[config.mk]
export PLATFORM = sky130hd
export DESIGN_NAME = crc_engine
export DESIGN_NICKNAME = d
export VERILOG_FILES = /design/src/rtl/crc_engine.sv
export SDC_FILE = /design/constraint.sdc
export NUM_CORES = 1
export LEC_CHECK = 0
export CAP_MARGIN = 25
export CORE_ASPECT_RATIO = 1.5
export CORE_MARGIN = 3
export CORE_UTILIZATION = 35
export CTS_BUF_LIST = sky130_fd_sc_hd__clkbuf_16
export DETAILED_ROUTE_END_ITERATION = 8
export PLACE_DENSITY = 0.69
export SLEW_MARGIN = 20
export SYNTH_ARGS = -nofsm -noshare
export SYNTH_HDL_FRONTEND = slang
export SYNTH_SLANG_ARGS = --single-unit
export TNS_END_PERCENT = 5
[constraint.sdc]
create_clock -name clk -period 2.25 [get_ports clk]
set_clock_uncertainty 0.15 [all_clocks]
set_input_delay 0.3375 -clock clk [delete_from_list [all_inputs] [get_ports clk]]
set_output_delay 0.3375 -clock clk [all_outputs]
set_load 0.005 [all_outputs]
[src/rtl/crc_engine.sv]
// crc_engine: parameterised CRC-32 engine, DW bits per cycle, with
// frame check (residue compare) and FCS serialisation.
//
// Ports:
//   clk        rising-edge clock
//   res        asynchronous active-low reset
//   start      preset the register and open a frame (highest priority)
//   din_vld    din valid this cycle (accepted only in ACC)
//   din        DW-bit data word
//   din_last   with din_vld: final word of the frame
//   fcs_req    serialise the FCS (accepted in ACC without din_vld, or DONE)
//   dout       FCS word, valid with dout_vld
//   dout_vld   high for each EMIT cycle
//   dout_last  high with the final FCS word
//   crc        XOROUT ^ (REFOUT ? bitrev32(reg) : reg), combinational
//   crc_done   one-cycle pulse after the last word is accepted
//   crc_ok     register matched RESIDUE after the last word; held to start
//   busy       state is not IDLE
module crc_engine #(
    parameter int          DW      = 4,
    parameter logic [31:0] POLY    = 32'h04C11DB7,
    parameter logic [31:0] INIT    = 32'hFFFFFFFF,
    parameter bit          REFIN   = 1'b1,
    parameter bit          REFOUT  = 1'b1,
    parameter logic [31:0] XOROUT  = 32'hFFFFFFFF,
    parameter logic [31:0] RESIDUE = 32'hC704DD7B
) (
    input  logic          clk,
    input  logic          res,
    input  logic          start,
    input  logic          din_vld,
    input  logic [DW-1:0] din,
    input  logic          din_last,
    input  logic          fcs_req,
    output logic [DW-1:0] dout,
    output logic          dout_vld,
    output logic          dout_last,
    output logic [31:0]   crc,
    output logic          crc_done,
    output logic          crc_ok,
    output logic          busy
);

    localparam int         NW   = 32 / DW;
    localparam logic [3:0] LAST = 4'(NW - 1);

    typedef enum logic [1:0] {
        IDLE,
        ACC,
        DONE,
        EMIT
    } state_t;

    state_t      state_q, state_d;
    logic [31:0] acc_q, acc_d;
    logic [3:0]  cnt_q, cnt_d;
    logic        done_q, done_d;
    logic        ok_q, ok_d;

    logic [DW-1:0] w;
    logic [31:0]   upd;
    logic [DW-1:0] top;

    function automatic logic [DW-1:0] rev_dw(input logic [DW-1:0] v);
        logic [DW-1:0] r;
        for (int i = 0; i < DW; i++) begin
            r[i] = v[DW-1-i];
        end
        return r;
    endfunction

    function automatic logic [31:0] rev32(input logic [31:0] v);
        logic [31:0] r;
        for (int i = 0; i < 32; i++) begin
            r[i] = v[31-i];
        end
        return r;
    endfunction

    // MSB-first: the highest word bit meets the register first.
    function automatic logic [31:0] crc_step(
        input logic [31:0]   c_in,
        input logic [DW-1:0] d
    );
        logic [31:0] c;
        logic        fb;
        c = c_in;
        for (int i = DW - 1; i >= 0; i--) begin
            fb = c[31] ^ d[i];
            c  = {c[30:0], 1'b0};
            if (fb) begin
                c = c ^ POLY;
            end
        end
        return c;
    endfunction

    always_comb begin
        w   = REFIN ? rev_dw(din) : din;
        upd = crc_step(acc_q, w);
    end

    always_comb begin
        state_d = state_q;
        acc_d   = acc_q;
        cnt_d   = cnt_q;
        done_d  = 1'b0;
        ok_d    = ok_q;
        if (start) begin
            state_d = ACC;
            acc_d   = INIT;
            cnt_d   = '0;
            ok_d    = 1'b0;
        end else begin
            unique case (state_q)
                IDLE: begin
                end
                ACC: begin
                    if (din_vld) begin
                        acc_d = upd;
                        if (din_last) begin
                            state_d = DONE;
                            done_d  = 1'b1;
                            ok_d    = (upd == RESIDUE);
                        end
                    end else if (fcs_req) begin
                        state_d = EMIT;
                    end
                end
                DONE: begin
                    if (fcs_req) begin
                        state_d = EMIT;
                    end
                end
                EMIT: begin
                    // Shift the emitted word out, filling with ones so the
                    // register ends at all-ones after the last word.
                    acc_d = {acc_q[31-DW:0], {DW{1'b1}}};
                    if (cnt_q == LAST) begin
                        cnt_d   = '0;
                        state_d = IDLE;
                    end else begin
                        cnt_d = cnt_q + 4'd1;
                    end
                end
                default: begin
                    state_d = IDLE;
                end
            endcase
        end
    end

    always_ff @(posedge clk or negedge res) begin
        if (!res) begin
            state_q <= IDLE;
            acc_q   <= INIT;
            cnt_q   <= '0;
            done_q  <= 1'b0;
            ok_q    <= 1'b0;
        end else begin
            state_q <= state_d;
            acc_q   <= acc_d;
            cnt_q   <= cnt_d;
            done_q  <= done_d;
            ok_q    <= ok_d;
        end
    end

    // Outputs decode from flops only, so reset clears them at once.
    always_comb begin
        top       = acc_q[31:32-DW];
        dout      = '0;
        dout_vld  = 1'b0;
        dout_last = 1'b0;
        if (state_q == EMIT) begin
            dout      = REFIN ? rev_dw(~top) : ~top;
            dout_vld  = 1'b1;
            dout_last = (cnt_q == LAST);
        end
        crc      = XOROUT ^ (REFOUT ? rev32(acc_q) : acc_q);
        crc_done = done_q;
        crc_ok   = ok_q;
        busy     = (state_q != IDLE);
    end

endmodule

* Word level (Yosys, flattened, before mapping) *
Index checks and enable logic that the tools add are counted.

word-level totals
  output and inout bits = 41
  flip-flop bits (word level) = 40
  word-level logic and storage cells = 61
  input bits = 10

operators by class
  mux-type cells = 27
  reductions and logical operators = 10
  eq/ne operators = 8
  add/subtract/negate cells = 1
  bitwise gates (word level) = 10

operators with widths
  operator                                                         number
  27-bit two-way mux                                               4
  32-bit two-way mux                                               2
  32-bit one-hot mux with 2 select lines                           1
  14-bit NOT                                                       4
  32-bit == test, second input constant                            1
  32-bit NOT                                                       1
  4-bit two-way mux                                                4
  1-bit two-way mux                                                10
  2-bit two-way mux                                                5
  2-bit nonzero test                                               5
  3-bit inequality test, second input constant                     2
  2-bit one-hot mux with 3 select lines                            1
  3-bit AND reduction                                              2
  4-bit by 1-bit adder with 4-bit output, second input constant    1
  2-bit == test, second input constant                             2
  4-bit by 3-bit == test with 1-bit output, second input constant  1
  4-bit inequality test, second input constant                     1
  4-bit NOT                                                        1
  4-bit nonzero test                                               1
  1-bit XOR                                                        4
  3-bit nonzero test                                               1
  2-bit by 1-bit == test with 1-bit output, second input constant  1
  2-bit AND reduction                                              1

* Longest topological paths before layout *
  depth in word-level cells = 13
  mapped depth = 7
  gate-level depth less buffers = 6

* Worst setup path after synthesis *
OpenSTA, ideal clock, no wires.

  kind = register -> register
  start = register acc_q[30]
  end = register ok_q, in the netlist crc_ok
  required time = 2034 ps
  stages on the path, launching flop included = 7
  setup slack = 279 ps
  library setup time = 66 ps
  path buffers = 0
  clock period less this slack = 1971 ps
  data arrival time = 1755 ps
  path through = dfstp_2 > xor2_2 > xnor2_1 > and4_1 > o221ai_1 > nor4_1 > a31o_1

on the way
  word-level cells in the longest chain between the ends = 11

RTL lines
  element                      RTL line  source
  start: declaration           55        logic [31:0] acc_q, acc_d;
  start signal: assignment     156       acc_q <= INIT;
  start signal: assignment     162       acc_q <= acc_d;
  1-bit XOR (*)                89        fb = c[31] ^ d[i];
  27-bit two-way mux (*)       91        if (fb) begin
  14-bit NOT (no source line)  --
  27-bit two-way mux           91
  14-bit NOT (no source line)  --
  27-bit two-way mux           91
  32-bit == test (*)           124       ok_d = (upd == RESIDUE);
  1-bit two-way mux (*)        121       if (din_last) begin
  1-bit two-way mux (*)        119       if (din_vld) begin
  1-bit two-way mux (*)        115       unique case (state_q)
  1-bit two-way mux (*)        109       if (start) begin
  end signal: assignment       165       ok_q <= ok_d;
  end: declaration             58        logic ok_q, ok_d;

Every way passes the cells marked *; elsewhere a longest branch is shown, timed or not. The select of a mux whose other input is x is not followed.
A chain may end at the register's enable or synchronous reset.

* Worst setup path after layout *
  start = register state_q[1]
  end = output port dout[2]

on the way
  word-level cells in the longest chain between the ends = 2

RTL lines
  element                   RTL line  source
  start: declaration        54        state_t state_q, state_d;
  start signal: assignment  161       state_q <= state_d;
  2-bit == test             175       if (state_q == EMIT) begin
  4-bit two-way mux         175
  end: declaration          35        output logic [DW-1:0] dout,

No other way between the ends.

==> impl_results.html <==
<table>
<tr><th>Metric</th><th>Value</th></tr>
<tr><th colspan="2">Route</th></tr>
<tr><td>Met3 WL</td><td>336 um</td></tr>
<tr><td>Via density per instance</td><td>5.15</td></tr>
<tr><td>Count of routing violations after the opening detailed-route iteration</td><td>125</td></tr>
<tr><td>DRT Pass-1 Iters</td><td>4</td></tr>
<tr><td>Detailed-route wire length per cell</td><td>15.8 um</td></tr>
<tr><td>Uppermost metal layer occupied by signal nets</td><td>met4</td></tr>
<tr><td>Wire length on met2</td><td>3.76 mm</td></tr>
<tr><td>Routed Antenna Nets</td><td>0</td></tr>
<tr><td>WL final</td><td>7.18 mm</td></tr>
<tr><td>WL met1</td><td>2.78 mm</td></tr>
<tr><td>Count of unresolved DRC violations after routing</td><td>0</td></tr>
<tr><td>Vias after detailed routing</td><td>2,348</td></tr>
<tr><th colspan="2">Logic synthesis</th></tr>
<tr><td>Post-synth EDFFs</td><td>0</td></tr>
<tr><td>Number of standard cells after synthesis</td><td>294</td></tr>
<tr><td>Top area cells in the synthesized netlist</td><td>sky130_fd_sc_hd__dfstp_2 (33%), sky130_fd_sc_hd__xnor2_1 (10%), sky130_fd_sc_hd__dfrtp_1 (7.7%), sky130_fd_sc_hd__a211o_1 (7.1%), sky130_fd_sc_hd__inv_1 (4.9%)</td></tr>
<tr><td>Predominant post-synthesis flop cell</td><td>sky130_fd_sc_hd__dfstp_2</td></tr>
<tr><td>Library cell occupying the most area in the post-synthesis netlist</td><td>sky130_fd_sc_hd__dfstp_2</td></tr>
<tr><td>Most numerous cell in the Yosys netlist</td><td>sky130_fd_sc_hd__inv_1</td></tr>
<tr><td>Share of the synthesized area in the top cell type</td><td>0.325</td></tr>
<tr><td>Mean instance size in the synthesized netlist</td><td>8.80 um^2</td></tr>
<tr><td>Synth Warn #</td><td>0</td></tr>
<tr><td>Flops &amp; latches, synth</td><td>40</td></tr>
<tr><td>Library cells used by synthesis</td><td>41</td></tr>
<tr><td>Mapped Area</td><td>2590 um^2</td></tr>
<tr><td>Share of the yosys chip area belonging to registers</td><td>0.403</td></tr>
<tr><td>Most numerous cell types in the synthesized netlist</td><td>sky130_fd_sc_hd__inv_1 (34), sky130_fd_sc_hd__dfstp_2 (32), sky130_fd_sc_hd__nor2_1 (32)</td></tr>
<tr><td>FFs w/ async S/R, synth</td><td>1.00</td></tr>
<tr><td>Number of nets in the synthesized netlist</td><td>305</td></tr>
<tr><th colspan="2">Floorplan</th></tr>
<tr><td>Total die area</td><td>8480 um^2</td></tr>
<tr><td>Floorplan Core Area</td><td>7040 um^2</td></tr>
<tr><td>Die H</td><td>111 um</td></tr>
<tr><td>Number of standard-cell rows in the floorplan</td><td>37</td></tr>
<tr><td>Die Span X</td><td>76.2 um</td></tr>
<tr><td>Total I/O pin count</td><td>51</td></tr>
<tr><td>Effective utilization at floorplan</td><td>0.368</td></tr>
<tr><th colspan="2">Power and ir drop</th></tr>
<tr><td>Net switching power</td><td>0.00111 W</td></tr>
<tr><td>Int Power</td><td>0.00205 W</td></tr>
<tr><td>Worst ir drop on vdd</td><td>319 uV</td></tr>
<tr><td>Proportion of power drawn by combinational gates</td><td>0.445</td></tr>
<tr><td>Power density relative to cell area</td><td>910 nW/um^2</td></tr>
<tr><td>Clock power frac</td><td>0.213</td></tr>
<tr><td>Flop pwr share</td><td>0.342</td></tr>
<tr><td>Static power due to leakage</td><td>1.54 nW</td></tr>
<tr><td>Switching share of power</td><td>0.351</td></tr>
<tr><th colspan="2">GRT</th></tr>
<tr><td>GRT Resource Usage Total</td><td>0.171</td></tr>
<tr><td>Initial antenna violation count</td><td>0</td></tr>
<tr><td>Maximum number of pins on one net before global-route repair</td><td>41</td></tr>
<tr><td>Vias in the first global route</td><td>2,304</td></tr>
<tr><td>Remaining Overflow, GRT</td><td>0</td></tr>
<tr><td>First-pass GRT wire length</td><td>11.5 mm</td></tr>
<tr><th colspan="2">Cells and area</th></tr>
<tr><td>Post-route cell area</td><td>3460 um^2</td></tr>
<tr><td>Filler cell count</td><td>711</td></tr>
<tr><td>ANT cells</td><td>0</td></tr>
<tr><td>Post-route core utilization</td><td>0.492</td></tr>
<tr><td>Area growth from synthesis to final layout</td><td>34.0%</td></tr>
<tr><td>Fraction of final layout cells sized beyond drive strength 1</td><td>0.203</td></tr>
<tr><td>Nets</td><td>370</td></tr>
<tr><th colspan="2">Setup path</th></tr>
<tr><td>Critical path data arrival time</td><td>1.66 ns</td></tr>
<tr><td>Category of the critical setup timing path</td><td>flop to output pin</td></tr>
<tr><td>Slowest CP cell</td><td>sky130_fd_sc_hd__clkdlybuf4s50_1</td></tr>
<tr><td>CP endpoint kind</td><td>output pin</td></tr>
<tr><td>Critical path, cell by cell</td><td>nand2_1 -&gt; buf_4 -&gt; nor2_1 -&gt; clkdlybuf4s50_1</td></tr>
<tr><td>Highest net fanout along the worst path</td><td>10</td></tr>
<tr><td>Highest cell delay on the worst timing path</td><td>0.51 ns</td></tr>
<tr><td>Startpoint kind of the worst setup timing path</td><td>flop</td></tr>
<tr><td>Data required time at the worst endpoint</td><td>1.76 ns</td></tr>
<tr><th colspan="2">STA</th></tr>
<tr><td>Number of failing setup endpoints in the final timing report</td><td>0</td></tr>
<tr><td>Number of max-slew violations in the final report</td><td>0</td></tr>
<tr><td>Final Hold Fails</td><td>0</td></tr>
<tr><td>Clock period minus worst slack</td><td>2.15 ns</td></tr>
<tr><td>Unrepaired setup endpoints after global routing</td><td>no</td></tr>
<tr><td>Peak clock frequency supported by timing</td><td>466 MHz</td></tr>
<tr><td>Worst slew slack as a fraction of its limit</td><td>0.653</td></tr>
<tr><td>Share of the clock period used by the worst path</td><td>0.954</td></tr>
<tr><td>Worst Tran Pin Value</td><td>0.520 ns</td></tr>
<tr><th colspan="2">Clocking</th></tr>
<tr><td>Clk Latency, worst-skew pair</td><td>0.28 ns</td></tr>
<tr><td>Post-CTS repair timing setup buffer count</td><td>0</td></tr>
<tr><td>CTS H-Tree Depth</td><td>2</td></tr>
<tr><td>Clock transition time at the flip-flop clock pins of the worst setup and hold paths</td><td>0.06 ns</td></tr>
<tr><td>CTS sink cnt</td><td>40</td></tr>
<tr><td>Max clock buf depth</td><td>2</td></tr>
<tr><td>Number of clock buffers inserted by TritonCTS</td><td>5</td></tr>
<tr><td>TritonCTS clock tree</td><td>done</td></tr>
<tr><td>Root buf cell</td><td>sky130_fd_sc_hd__clkbuf_16</td></tr>
<tr><th colspan="2">Flow run</th></tr>
<tr><td>Max-cap violations</td><td>0</td></tr>
<tr><th colspan="2">Place</th></tr>
<tr><td>Post-Place Cell Area</td><td>3320 um^2</td></tr>
<tr><td>Number of I/O port buffers</td><td>50</td></tr>
<tr><td>Final HPWL DP</td><td>5.45 mm</td></tr>
<tr><td>Final GP Congestion</td><td>0.884</td></tr>
<tr><th colspan="2">Outcome</th></tr>
<tr><td>Result of the run</td><td>finished clean</td></tr>
<tr><th colspan="2">Worst hold path</th></tr>
<tr><td>Path category of the worst min-delay check</td><td>input port to asynchronous set/reset pin</td></tr>
</table>
placed cells by master (no fill, tap or decap), types with 4 or more instances in the layout:
cell,instances
sky130_fd_sc_hd__clkdlybuf4s50_1,49
sky130_fd_sc_hd__inv_1,35
sky130_fd_sc_hd__dfstp_2,32
sky130_fd_sc_hd__nor2_1,31
sky130_fd_sc_hd__xnor2_1,31
sky130_fd_sc_hd__nand2_1,22
sky130_fd_sc_hd__a211o_1,21
sky130_fd_sc_hd__nor3_1,20
sky130_fd_sc_hd__buf_4,19
sky130_fd_sc_hd__a21oi_1,17
sky130_fd_sc_hd__nand3_1,7
sky130_fd_sc_hd__nand2b_1,6
sky130_fd_sc_hd__xnor2_2,6
sky130_fd_sc_hd__o21ai_0,6
sky130_fd_sc_hd__dfrtp_1,6
sky130_fd_sc_hd__o22ai_1,5
sky130_fd_sc_hd__clkbuf_16,5
sky130_fd_sc_hd__xor2_2,4
sky130_fd_sc_hd__nor4_1,4
power groups by stage:
stage | clock network, W | registers (W) | logic [W]
floorplan | 0 | 0.00103 | 0.000853
global placement | 0 | 0.00108 | 0.00138
detailed placement | 0 | 0.00109 | 0.00140
CTS | 0.000689 | 0.00108 | 0.00141
global route | 0.000722 | 0.00110 | 0.00153
finish | 0.000672 | 0.00108 | 0.00140
final timing paths:
kind	startpoint	end	slack, ns	cells after the start
worst max-delay path	state_q[1]	dout[2]	0.10	4
worst min-delay path	res	cnt_q[0]	0.42	2
worst max register to register	acc_q[30]	crc_ok	0.19	6
worst min register to register	cnt_q[1]	cnt_q[1]	0.42	2
max in group asynchronous	res	acc_q[30]	0.84	3
min in group clk	cnt_q[1]	cnt_q[1]	0.42	2
registers in the layout, summed over array words and instances, names as in the netlist:
name and flops:
acc_q 32, crc_done 1, cnt_q 4, crc_ok 1, state_q 2
worst max-delay path, delay by kind of cell (launching register included):
family	cells	cell delay, ns
buffers and inverters	2	0.70
DFF	1	0.43
and+or+nand+nor	2	0.24
cell families (layout without fill, tap and decap cells):
group,after synthesis,count (layout),share of synthesized area
xor gates and xnor gates,42,42,0.171
and+or+nand+nor,101,101,0.182
buffers and inverters,47,112,0.0687
adders and majority gates,1,1,0.00484
muxes,1,1,0.00387
AOI/OAI and AO/OA,62,62,0.166
DFF,40,40,0.403
metal layers:
| metal | GRT usage | vias to the layer above |
|---|---|---|
| met5 | 0 | - |
| met4 | 0.0931 | 0 |
| met3 | 0.0260 | 21 |
| met2 | 0.306 | 74 |
| met1 | 0.193 | 1131 |
| li1 | - | 1122 |
layout make-up:
cell class	instances	area (um^2)	share of cell area
repair buffers	71	668	0.193
multi-input cells	207	1370	0.395
clock buffers	5	125	0.0361
well taps	97	121	0.0350
inverters	34	128	0.0368
flip-flops and latches	40	1040	0.301
clock inverters	2	8.76	0.00253
metrics by stage:
stage	setup TNS, ns	hold WS, ns	setup WS (ns)	cells	power, W
2_1_floorplan	0	-0.108	0.279	294	0.00188
5_1_grt	0	0.431	0.00531	456	0.00335
6_report	0	0.415	0.104	456	0.00315
4_1_cts	0	0.417	0.0208	456	0.00318
3_3_place_gp	-0.293	0.191	-0.119	448	0.00246
3_5_place_dp	-0.521	0.197	-0.138	448	0.00248
repair_timing:
action / 4_1_cts / 5_1_grt
resized for setup: 0 / 2
hold buffers: 1 / 0
setup endpoints to repair: 0 / 5
endpoints found under the hold margin: 8 / 0
Power figures use the tool's default switching activity.
